<file path="src/rtl/move_button_encoder_pkg.sv">
// Shared definitions for the movement front end: the one-hot direction encoding
// (bit order shared with the player-position register) and FSM state encodings.
package move_button_encoder_pkg;

    localparam int DIR_W = 4;

    // Bit positions inside every 4-bit direction vector: {up, down, left, right}.
    localparam int BIT_UP    = 3;
    localparam int BIT_DOWN  = 2;
    localparam int BIT_LEFT  = 1;
    localparam int BIT_RIGHT = 0;

    localparam logic [DIR_W-1:0] DIR_UP    = 4'b1000;
    localparam logic [DIR_W-1:0] DIR_DOWN  = 4'b0100;
    localparam logic [DIR_W-1:0] DIR_LEFT  = 4'b0010;
    localparam logic [DIR_W-1:0] DIR_RIGHT = 4'b0001;
    localparam logic [DIR_W-1:0] DIR_NONE  = 4'b0000;

    typedef enum logic [1:0] {
        ST_IDLE   = 2'd0,
        ST_DELAY  = 2'd1,
        ST_REPEAT = 2'd2
    } state_e;

    function automatic logic isOneHot(input logic [DIR_W-1:0] v);
        return (v != '0) && ((v & (v - DIR_W'(1))) == '0);
    endfunction

endpackage

</file>
<file path="src/rtl/move_button_encoder_button_debouncer.sv">
// Two-flop synchronizer plus counting debouncer for one raw push-button;
// held_o flips only after the synchronized input has differed for DEBOUNCE_CYCLES edges.
module button_debouncer #(
    parameter int DEBOUNCE_CYCLES = 500000,
    parameter int CNT_W           = 24
) (
    input  logic clk,
    input  logic rst_n,
    input  logic btn_i,
    output logic held_o
);

    logic             sync1_q;
    logic             sync2_q;
    logic             held_q;
    logic             held_d;
    logic [CNT_W-1:0] cnt_q;
    logic [CNT_W-1:0] cnt_d;

    localparam logic [CNT_W-1:0] CNT_LAST = CNT_W'(DEBOUNCE_CYCLES - 1);

    always_comb begin
        held_d = held_q;
        cnt_d  = '0;
        if (sync2_q != held_q) begin
            if (cnt_q == CNT_LAST) begin
                held_d = ~held_q;
            end else begin
                cnt_d = cnt_q + CNT_W'(1);
            end
        end
    end

    always_ff @(posedge clk or negedge rst_n) begin
        if (!rst_n) begin
            sync1_q <= 1'b0;
            sync2_q <= 1'b0;
            held_q  <= 1'b0;
            cnt_q   <= '0;
        end else begin
            sync1_q <= btn_i;
            sync2_q <= sync1_q;
            held_q  <= held_d;
            cnt_q   <= cnt_d;
        end
    end

    assign held_o = held_q;

endmodule

</file>
<file path="src/rtl/move_button_encoder.sv">
// Turns four raw buttons into single-cycle one-hot move pulses: one pulse on
// press, then auto-repeat after REPEAT_DELAY and every REPEAT_PERIOD while held.
module move_button_encoder
    import move_button_encoder_pkg::*;
#(
    parameter int DEBOUNCE_CYCLES = 500000,
    parameter int REPEAT_DELAY    = 15000000,
    parameter int REPEAT_PERIOD   = 2500000,
    parameter int CNT_W           = 24
) (
    input  logic             clk,
    input  logic             rst_n,
    input  logic             btn_up,
    input  logic             btn_down,
    input  logic             btn_left,
    input  logic             btn_right,
    input  logic             enable,
    output logic [DIR_W-1:0] move,
    output logic [DIR_W-1:0] held
);

    localparam logic [CNT_W-1:0] DELAY_LAST  = CNT_W'(REPEAT_DELAY - 1);
    localparam logic [CNT_W-1:0] PERIOD_LAST = CNT_W'(REPEAT_PERIOD - 1);

    logic [DIR_W-1:0] btnRaw;
    logic [DIR_W-1:0] heldLvl;
    logic             dirValid;

    state_e           state_q;
    state_e           state_d;
    logic [CNT_W-1:0] rcnt_q;
    logic [CNT_W-1:0] rcnt_d;
    logic [CNT_W-1:0] rcntLast;
    logic [DIR_W-1:0] lastDir_q;
    logic [DIR_W-1:0] lastDir_d;
    logic [DIR_W-1:0] move_q;
    logic [DIR_W-1:0] move_d;

    assign btnRaw[BIT_UP]    = btn_up;
    assign btnRaw[BIT_DOWN]  = btn_down;
    assign btnRaw[BIT_LEFT]  = btn_left;
    assign btnRaw[BIT_RIGHT] = btn_right;

    for (genvar g = 0; g < DIR_W; g++) begin : gen_btn
        button_debouncer #(
            .DEBOUNCE_CYCLES(DEBOUNCE_CYCLES),
            .CNT_W          (CNT_W)
        ) u_debouncer (
            .clk   (clk),
            .rst_n (rst_n),
            .btn_i (btnRaw[g]),
            .held_o(heldLvl[g])
        );
    end

    assign dirValid = isOneHot(heldLvl);
    assign rcntLast = (state_q == ST_DELAY) ? DELAY_LAST : PERIOD_LAST;

    // A release or direction change always beats a repeat that is due on the same edge.
    always_comb begin
        state_d   = state_q;
        rcnt_d    = rcnt_q;
        lastDir_d = lastDir_q;
        move_d    = DIR_NONE;
        unique case (state_q)
            ST_IDLE: begin
                if (enable && dirValid) begin
                    move_d    = heldLvl;
                    lastDir_d = heldLvl;
                    rcnt_d    = '0;
                    state_d   = ST_DELAY;
                end
            end
            ST_DELAY, ST_REPEAT: begin
                if (!enable || !dirValid || (heldLvl != lastDir_q)) begin
                    rcnt_d  = '0;
                    state_d = ST_IDLE;
                end else if (rcnt_q == rcntLast) begin
                    move_d  = lastDir_q;
                    rcnt_d  = '0;
                    state_d = ST_REPEAT;
                end else begin
                    rcnt_d = rcnt_q + CNT_W'(1);
                end
            end
            default: begin
                rcnt_d  = '0;
                state_d = ST_IDLE;
            end
        endcase
    end

    always_ff @(posedge clk or negedge rst_n) begin
        if (!rst_n) begin
            state_q   <= ST_IDLE;
            rcnt_q    <= '0;
            lastDir_q <= DIR_NONE;
            move_q    <= DIR_NONE;
        end else begin
            state_q   <= state_d;
            rcnt_q    <= rcnt_d;
            lastDir_q <= lastDir_d;
            move_q    <= move_d;
        end
    end

    assign move = move_q;
    assign held = heldLvl;

endmodule

</file>
<file path="config.mk">
export PLATFORM = sky130hd
export DESIGN_NAME = move_button_encoder
export DESIGN_NICKNAME = d
export VERILOG_FILES = /design/src/rtl/move_button_encoder_pkg.sv /design/src/rtl/move_button_encoder_button_debouncer.sv /design/src/rtl/move_button_encoder.sv
export SDC_FILE = /design/constraint.sdc
export NUM_CORES = 1
export LEC_CHECK = 0
export CAP_MARGIN = 20
export CELL_PAD_IN_SITES_DETAIL_PLACEMENT = 1
export CELL_PAD_IN_SITES_GLOBAL_PLACEMENT = 1
export CORE_MARGIN = 5
export CORE_UTILIZATION = 40
export DETAILED_ROUTE_END_ITERATION = 16
export PLACE_DENSITY_LB_ADDON = 0.1
export SLEW_MARGIN = 20
export SYNTH_ARGS = -nofsm -noshare
export SYNTH_HDL_FRONTEND = slang
export SYNTH_SLANG_ARGS = --single-unit
export TNS_END_PERCENT = 1
</file>
<file path="constraint.sdc">
create_clock -name clk -period 2.2 [get_ports clk]
set_input_delay 0.33 -clock clk [delete_from_list [all_inputs] [get_ports clk]]
set_output_delay 0.33 -clock clk [all_outputs]
set_load 0.05 [all_outputs]
</file>
Word-level counts from Yosys, hierarchy flattened
Cells that the tools add are included.

Add/subtract/negate cells: 6. Equality and inequality tests: 14. Muxes and demuxes: 21. Bitwise logic cells: 5. Reduce and logical (&&, ||, !) cells: 16.

Operators by type and width (count): $mux W24 (12); $add A24 B1 Y24 const B (5); $eq A24 B19 Y1 const B (4); $pmux W24 S2 (1); $eq A24 B24 Y1 (1); $mux W4 (3); $reduce_and A2 Y1 (6); $pmux W4 S2 (1); $mux W2 (3); $and A4 B4 Y4 (1); $logic_not A4 Y1 (1); $ne A1 B1 Y1 (4); $ne A4 B4 Y1 (1); $not A1 Y1 (4); $pmux W2 S2 (1); $reduce_bool A4 Y1 (1); $sub A4 B1 Y4 const B (1); $ne A3 B3 Y1 const B (1); $eq A2 B1 Y1 const B (1); $eq A2 B2 Y1 const B (1); $logic_and A1 B1 Y1 (2); $logic_not A1 Y1 (2); $logic_not A2 Y1 (1); $logic_or A1 B1 Y1 (2); other kinds (2) (2).

Register bits: 142. Output and inout bits: 8. Word-level logic and storage cells: 82.

Logic depth before layout (Yosys ltp)
Word-level depth: 9. Depth in mapped cells: 8. Depth with buffers taken out: 7.

Hierarchy
Synthesis repeated with hierarchy kept, for this count alone.

Cells, all modules: 744. Area, all modules: 7430.9 µm².

Modules (own cells, without submodules): button_debouncer (instances 4, cells an instance 135, area an instance 1367.6 µm²); move_button_encoder (instances 1, cells an instance 204, area an instance 1960.6 µm²).

Worst setup path after synthesis
OpenSTA, ideal clock, no wires.

Kind: register to register. Start point: register gen_btn[2].u_debouncer.cnt_q[0]. End point: register gen_btn[2].u_debouncer.cnt_q[18]. Setup time: 0.121 ns. Arrival time: 1.735 ns. Slack: 0.343 ns. Stages on the path, launching flop included: 7. Clock period less this slack: 1.857 ns. Cell sequence: dfrtp_1 > ha_1 > nand4_1 > nor4_1 > nand4_1 > xor2_1 > nor2_1.

Longest elaborated chain between the ends: 3.

RTL lines: start: declaration (line move_button_encoder_button_debouncer.sv:17) `logic [CNT_W-1:0] cnt_q;`; start signal: assignment (line move_button_encoder_button_debouncer.sv:44) `cnt_q <= cnt_d;`; $add A24 B1 Y24 or $eq A24 B19 Y1 (tied branches) (line move_button_encoder_button_debouncer.sv:29, move_button_encoder_button_debouncer.sv:26); $mux W24 * (line move_button_encoder_button_debouncer.sv:26) `if (cnt_q == CNT_LAST) begin`; $mux W24 * (line move_button_encoder_button_debouncer.sv:25) `if (sync2_q != held_q) begin`; named net gen_btn[2].u_debouncer.cnt_d[18] (line move_button_encoder_button_debouncer.sv:18) `logic [CNT_W-1:0] cnt_d;`.

Mark *: on every way through the listed nets, which the timed path passes. The rest lies on a longest branch. A chain may end at the register's enable or synchronous reset.

Worst setup path after layout
Start point: register gen_btn[3].u_debouncer.held_q. End point: register move_q[3], in the netlist move[3].

Longest elaborated chain between the ends: 9.

RTL lines: start: declaration (line move_button_encoder_button_debouncer.sv:15) `logic held_q;`; start signal: assignment (line move_button_encoder_button_debouncer.sv:43) `held_q <= held_d;`; $sub A4 B1 Y4 (line move_button_encoder_pkg.sv:26) `return (v != '0) && ((v & (v - DIR_W'(1))) == '0);`; $and A4 B4 Y4 (line move_button_encoder_pkg.sv:26); $logic_not A4 Y1 (line move_button_encoder_pkg.sv:26); $logic_and A1 B1 Y1 (line move_button_encoder_pkg.sv:26); $logic_not A1 Y1 (line move_button_encoder.sv:75) `if (!enable || !dirValid || (heldLvl != lastDir_q)) begin`; $logic_or A1 B1 Y1 (2 in series) (line move_button_encoder.sv:75); $mux W4 (line move_button_encoder.sv:75); $pmux W4 S2 * (line move_button_encoder.sv:65) `unique case (state_q)`; named net move_d[3] (line move_button_encoder.sv:37) `logic [DIR_W-1:0] move_d;`; end signal: assignment (line move_button_encoder.sv:103) `move_q <= move_d;`; end: declaration (line move_button_encoder.sv:36) `logic [DIR_W-1:0] move_q;`.

Marked as above.

==> results.env <==
CTS.HTREE.LEVELS=4
GRT_PASS1_VIAS=5836
TIMING.FINAL.CRIT_PERIOD_PS=2126
ANTENNA_FOUND_INITIAL=0
SYNTH_EDF_COUNT=0
DRT_FIRST_PASS_ITERS=4
FINAL_AREA_SQ_UM=8396
GRTUSAGETOTAL_PCT=17.16
FINALSETUPTNS_PS=0
STATIC-LEAKAGE-POWER_nW=3.502
VDD.IR_DROP.WORST_uV=464.2
CORE-AREA_SQ_UM=17900
FINAL_NET_COUNT=774
CTS-BUFFERS-INSERTED=17
REMAINING_DRC_ERRORS=0
TIMING.FINAL.HOLD_VIOLATIONS=0
DIEAREA_SQ_UM=20890
SETUP-VIOLATIONS-FINAL=0
POSTSYNTHNETCOUNT=747
FINAL_LAYOUT_SIZE_SUFFIX_GT1_SHARE_PCT=11.66
CLOCK_SHARE_OF_POWER_PCT=52.4
PORTBUFFERS=14
CLOCK-SKEW-FINAL_PS=11.72
CLKLATENCYLATEPIN_PS=420
START_UTIL_PCT=40.44
SYNTH_CELL_TYPES=55
FINALWIRELENGTH_MM=16.39
NUMBER_OF_PINS_EXCEEDING_THEIR_MAX_SLEW_LIMIT_IN_THE_FINAL_REPORT=0
PATH_MAX_FANOUT=7
POST-ROUTE-WORST-SETUP-SLACK_PS=73.79
SEQPWRFRAC_PCT=45.0
WORST_SETUP_PATH_END_KIND='flip-flop'
ROUTABILITYCONGESTION=0.8114
ROUTED_WIRE_LENGTH_PER_INSTANCE_UM=16.38
SYNTH.FF_LATCH_COUNT=142
INTERNAL_POWER_W=0.004682
YOSYS_MOST_USED_DFF='sky130_fd_sc_hd__dfrtp_1'
LAYOUTNONFILLERINSTCOUNT=1001
POSTROUTEANTENNANETS=0
TRITONCTS='yes'
DIE_W_UM=144.5
LAYOUT_WORST_PATH_CYCLE_SHARE_PCT=96.65
POWER.NET_SWITCHING_W=0.001232
CTS.PATH.MAX_BUFFERS=2
PIN_COUNT_OF_THE_BIGGEST_NET_ENTERING_GLOBAL_ROUTING=47
POWER.SHARE.COMBINATIONAL_PCT=2.6
CLOCK_SINKS=142
STATUS='finished, final reports clean'
PLACEMENT_ROWS=49
POST_DRT_VIA_CELL_RATIO=5.389
SYNTH-WARNING-COUNT=0
CP.REQUIRED_PS=2490
ANTENNA_CELLS_INSERTED=0
DPL_CELL_AREA_SQ_UM=7741
RSZ0062_AT_GRT='true'
NUMPLACEDINSTANCES=968
TIGHTEST_SLEW_PS=515.9
POST_SYNTH_INSTANCE_AREA_SQ_UM=7239
CTS_ROOT_BUF='sky130_fd_sc_hd__clkbuf_16'
KIND_OF_START_POINT_OF_THE_CRITICAL_PATH='flip-flop'
MAXCLOCKFREQUENCY_MHz=470.3
CRIT_TYPE='flip-flop to flip-flop'
ASYNC_RESET_FF_SHARE_PCT=100.0
HOLDCRITPATHCLASS='flip-flop to flip-flop'
SW_FRAC_OF_TOTAL_PCT=20.84
CTS.REPORTEDPATHS.CLKPINSLEW_PS=60
WORSTPATHARRIVAL_PS=2420
FLOORPLAN.IO_PINS=15
SYN-INSTANCE-COUNT=732
PLACE.DETAILED.HPWL_MM=11.47
GRT_PASS1_WL_MM=28.92
GLOBAL_ROUTE.OVERFLOW_TOTAL=0
SYNTHESIZED_AREA_PER_CELL_SQ_UM=9.890
SYN2LAYOUT_AREA_GROWTH_PCT=15.97
1ST_ITER_DRT_VIOLS=200
SLEW_HEADROOM_PCT=64.72
SYNTH-SEQ-AREA-SHARE_PCT=49.08
POWER-PER-CELL-AREA_nW_PER_UM2=704.4
MAXCAPVIOLCOUNT=0
DP_WORST_SETUP_SLACK_PS=73.73
CHIP_HEIGHT_UM=144.5
VIAS=5394
POST-CTS-SETUP-BUFFER-COUNT=0
-- repair_timing --
item,4_1_cts,5_1_grt
hold endpoints to repair,43,0
pin swaps,0,0
resized for setup,1,3
hold buffers,1,0
endpoints found under the setup margin,1,7
-- cell usage in the layout, fill, tap and decap left out, types with 3 or more instances in the layout --
master,instances
sky130_fd_sc_hd__mux2i_1,4
sky130_fd_sc_hd__or2_2,3
sky130_fd_sc_hd__a211oi_1,6
sky130_fd_sc_hd__nor2_1,131
sky130_fd_sc_hd__clkbuf_1,3
sky130_fd_sc_hd__a2111oi_2,5
sky130_fd_sc_hd__clkbuf_8,3
sky130_fd_sc_hd__clkbuf_16,17
sky130_fd_sc_hd__and3_1,19
sky130_fd_sc_hd__nor3_1,20
sky130_fd_sc_hd__a31oi_1,5
sky130_fd_sc_hd__or4_1,3
sky130_fd_sc_hd__or2_1,3
sky130_fd_sc_hd__and4_1,12
sky130_fd_sc_hd__xor2_1,49
sky130_fd_sc_hd__nand4_1,29
sky130_fd_sc_hd__nor4b_1,3
sky130_fd_sc_hd__buf_4,28
sky130_fd_sc_hd__and2_1,4
sky130_fd_sc_hd__dfrtp_1,142
sky130_fd_sc_hd__nand4b_1,4
sky130_fd_sc_hd__a21oi_1,4
sky130_fd_sc_hd__nor4_1,17
sky130_fd_sc_hd__o21ai_0,4
sky130_fd_sc_hd__xnor2_1,60
sky130_fd_sc_hd__mux2_2,8
sky130_fd_sc_hd__inv_1,17
sky130_fd_sc_hd__nand2_1,50
sky130_fd_sc_hd__bufinv_16,4
sky130_fd_sc_hd__buf_12,4
sky130_fd_sc_hd__ha_1,8
sky130_fd_sc_hd__a22o_1,4
sky130_fd_sc_hd__clkdlybuf4s50_1,9
sky130_fd_sc_hd__nand3_1,48
-- state kept, by name, indices dropped and copies added (netlist names) --
register / flops
gen_btn.u_debouncer.cnt_q: 96
rcnt_q: 24
gen_btn.u_debouncer.held_o: 4
gen_btn.u_debouncer.sync1_q: 4
gen_btn.u_debouncer.sync2_q: 4
lastDir_q: 4
move: 4
state_q: 2
-- power groups by stage --
stage          logic (W)  registers, W  clock network (W)
2_1_floorplan  0.0000636       0.00270                  0
4_1_cts         0.000164       0.00266            0.00317
6_report        0.000156       0.00266            0.00310
5_1_grt         0.000182       0.00266            0.00331
3_3_place_gp    0.000156       0.00271                  0
3_5_place_dp    0.000162       0.00271                  0
-- synth_stat cells (11+ instances only) --
cell type | number | share of area [%]
sky130_fd_sc_hd__inv_1 | 17 | 0.88
sky130_fd_sc_hd__xor2_1 | 49 | 5.9
sky130_fd_sc_hd__nand3_1 | 49 | 3.4
sky130_fd_sc_hd__xnor2_1 | 60 | 7.3
sky130_fd_sc_hd__buf_2 | 17 | 1.2
sky130_fd_sc_hd__and3_1 | 19 | 1.6
sky130_fd_sc_hd__nor3_1 | 20 | 1.4
sky130_fd_sc_hd__dfrtp_1 | 142 | 49
sky130_fd_sc_hd__nand4_1 | 29 | 2.5
sky130_fd_sc_hd__nand2_1 | 50 | 2.6
sky130_fd_sc_hd__clkbuf_1 | 11 | 0.57
sky130_fd_sc_hd__and4_1 | 12 | 1.5
sky130_fd_sc_hd__nor2_1 | 131 | 6.8
sky130_fd_sc_hd__nor4_1 | 17 | 1.5
-- per-stage QoR --
stage | utilization [%] | hold slack (ps) | total power [W]
2_1_floorplan | - | 34.41 | 0.002764
3_3_place_gp | 43.24 | 299.5 | 0.002862
3_5_place_dp | 43.24 | 303.4 | 0.002870
4_1_cts | 46.84 | 335.2 | 0.005995
5_1_grt | 46.90 | 329.6 | 0.006155
6_report | 46.90 | 348.3 | 0.005914
-- kinds of logic (layout without fill, tap and decap cells) --
family	Yosys count	after routing	synth area share, %
AOI/OAI and AO/OA	43	43	4.891
DFF	142	142	49.08
and+or+nand+nor	365	365	26.20
buffers and inverters	53	93	3.457
adders and majority gates	8	8	1.383
muxes	12	12	1.798
xor gates and xnor gates	109	109	13.19
-- per-layer routing --
layer / global-route usage, % / part of all wire [%] / vias up / wire length, um
met1: 23.28 / 49 / 2742 / 8011
li1: - / - / 2593 / -
met4: 4.467 / 0.93 / 0 / 153
met2: 27.87 / 48 / 40 / 7887
met3: 3.935 / 2.1 / 19 / 341
met5: 0 / 0 / - / 0
-- path summary, 6_finish.rpt --
kind                                                 from                                to  slack (ps)  cells after the start
min in group asynchronous                           rst_n  gen_btn[0].u_debouncer.cnt_q[10]         420                      2
max in group asynchronous                           rst_n  gen_btn[0].u_debouncer.cnt_q[15]        1150                      3
max                         gen_btn[3].u_debouncer.held_o                           move[3]          70                      5
min reg2reg                gen_btn[0].u_debouncer.sync1_q    gen_btn[0].u_debouncer.sync2_q         350                      0
min                        gen_btn[0].u_debouncer.sync1_q    gen_btn[0].u_debouncer.sync2_q         350                      0
max reg2reg                 gen_btn[3].u_debouncer.held_o                           move[3]          70                      5
-- area by class of cell --
| class | count | area (sq um) |
|---|---|---|
| Clock buffer | 23 | 478.0 |
| Clock inverter | 9 | 157.7 |
| Fill cell | 2034 | 9507 |
| Inverter | 17 | 63.81 |
| Multi-Input combinational cell | 537 | 3446 |
| Sequential cell | 142 | 3553 |
| Tap cell | 229 | 286.5 |
| Timing Repair Buffer | 44 | 410.4 |
-- worst max-delay path, cell delays in order (launching register included) --
cell	delay, ps
sky130_fd_sc_hd__dfrtp_1	490
sky130_fd_sc_hd__xor2_1	230
sky130_fd_sc_hd__a211oi_1	450
sky130_fd_sc_hd__nand3b_1	390
sky130_fd_sc_hd__nor2_1	170
sky130_fd_sc_hd__a22o_1	270
Power figures use the tool's default switching activity.
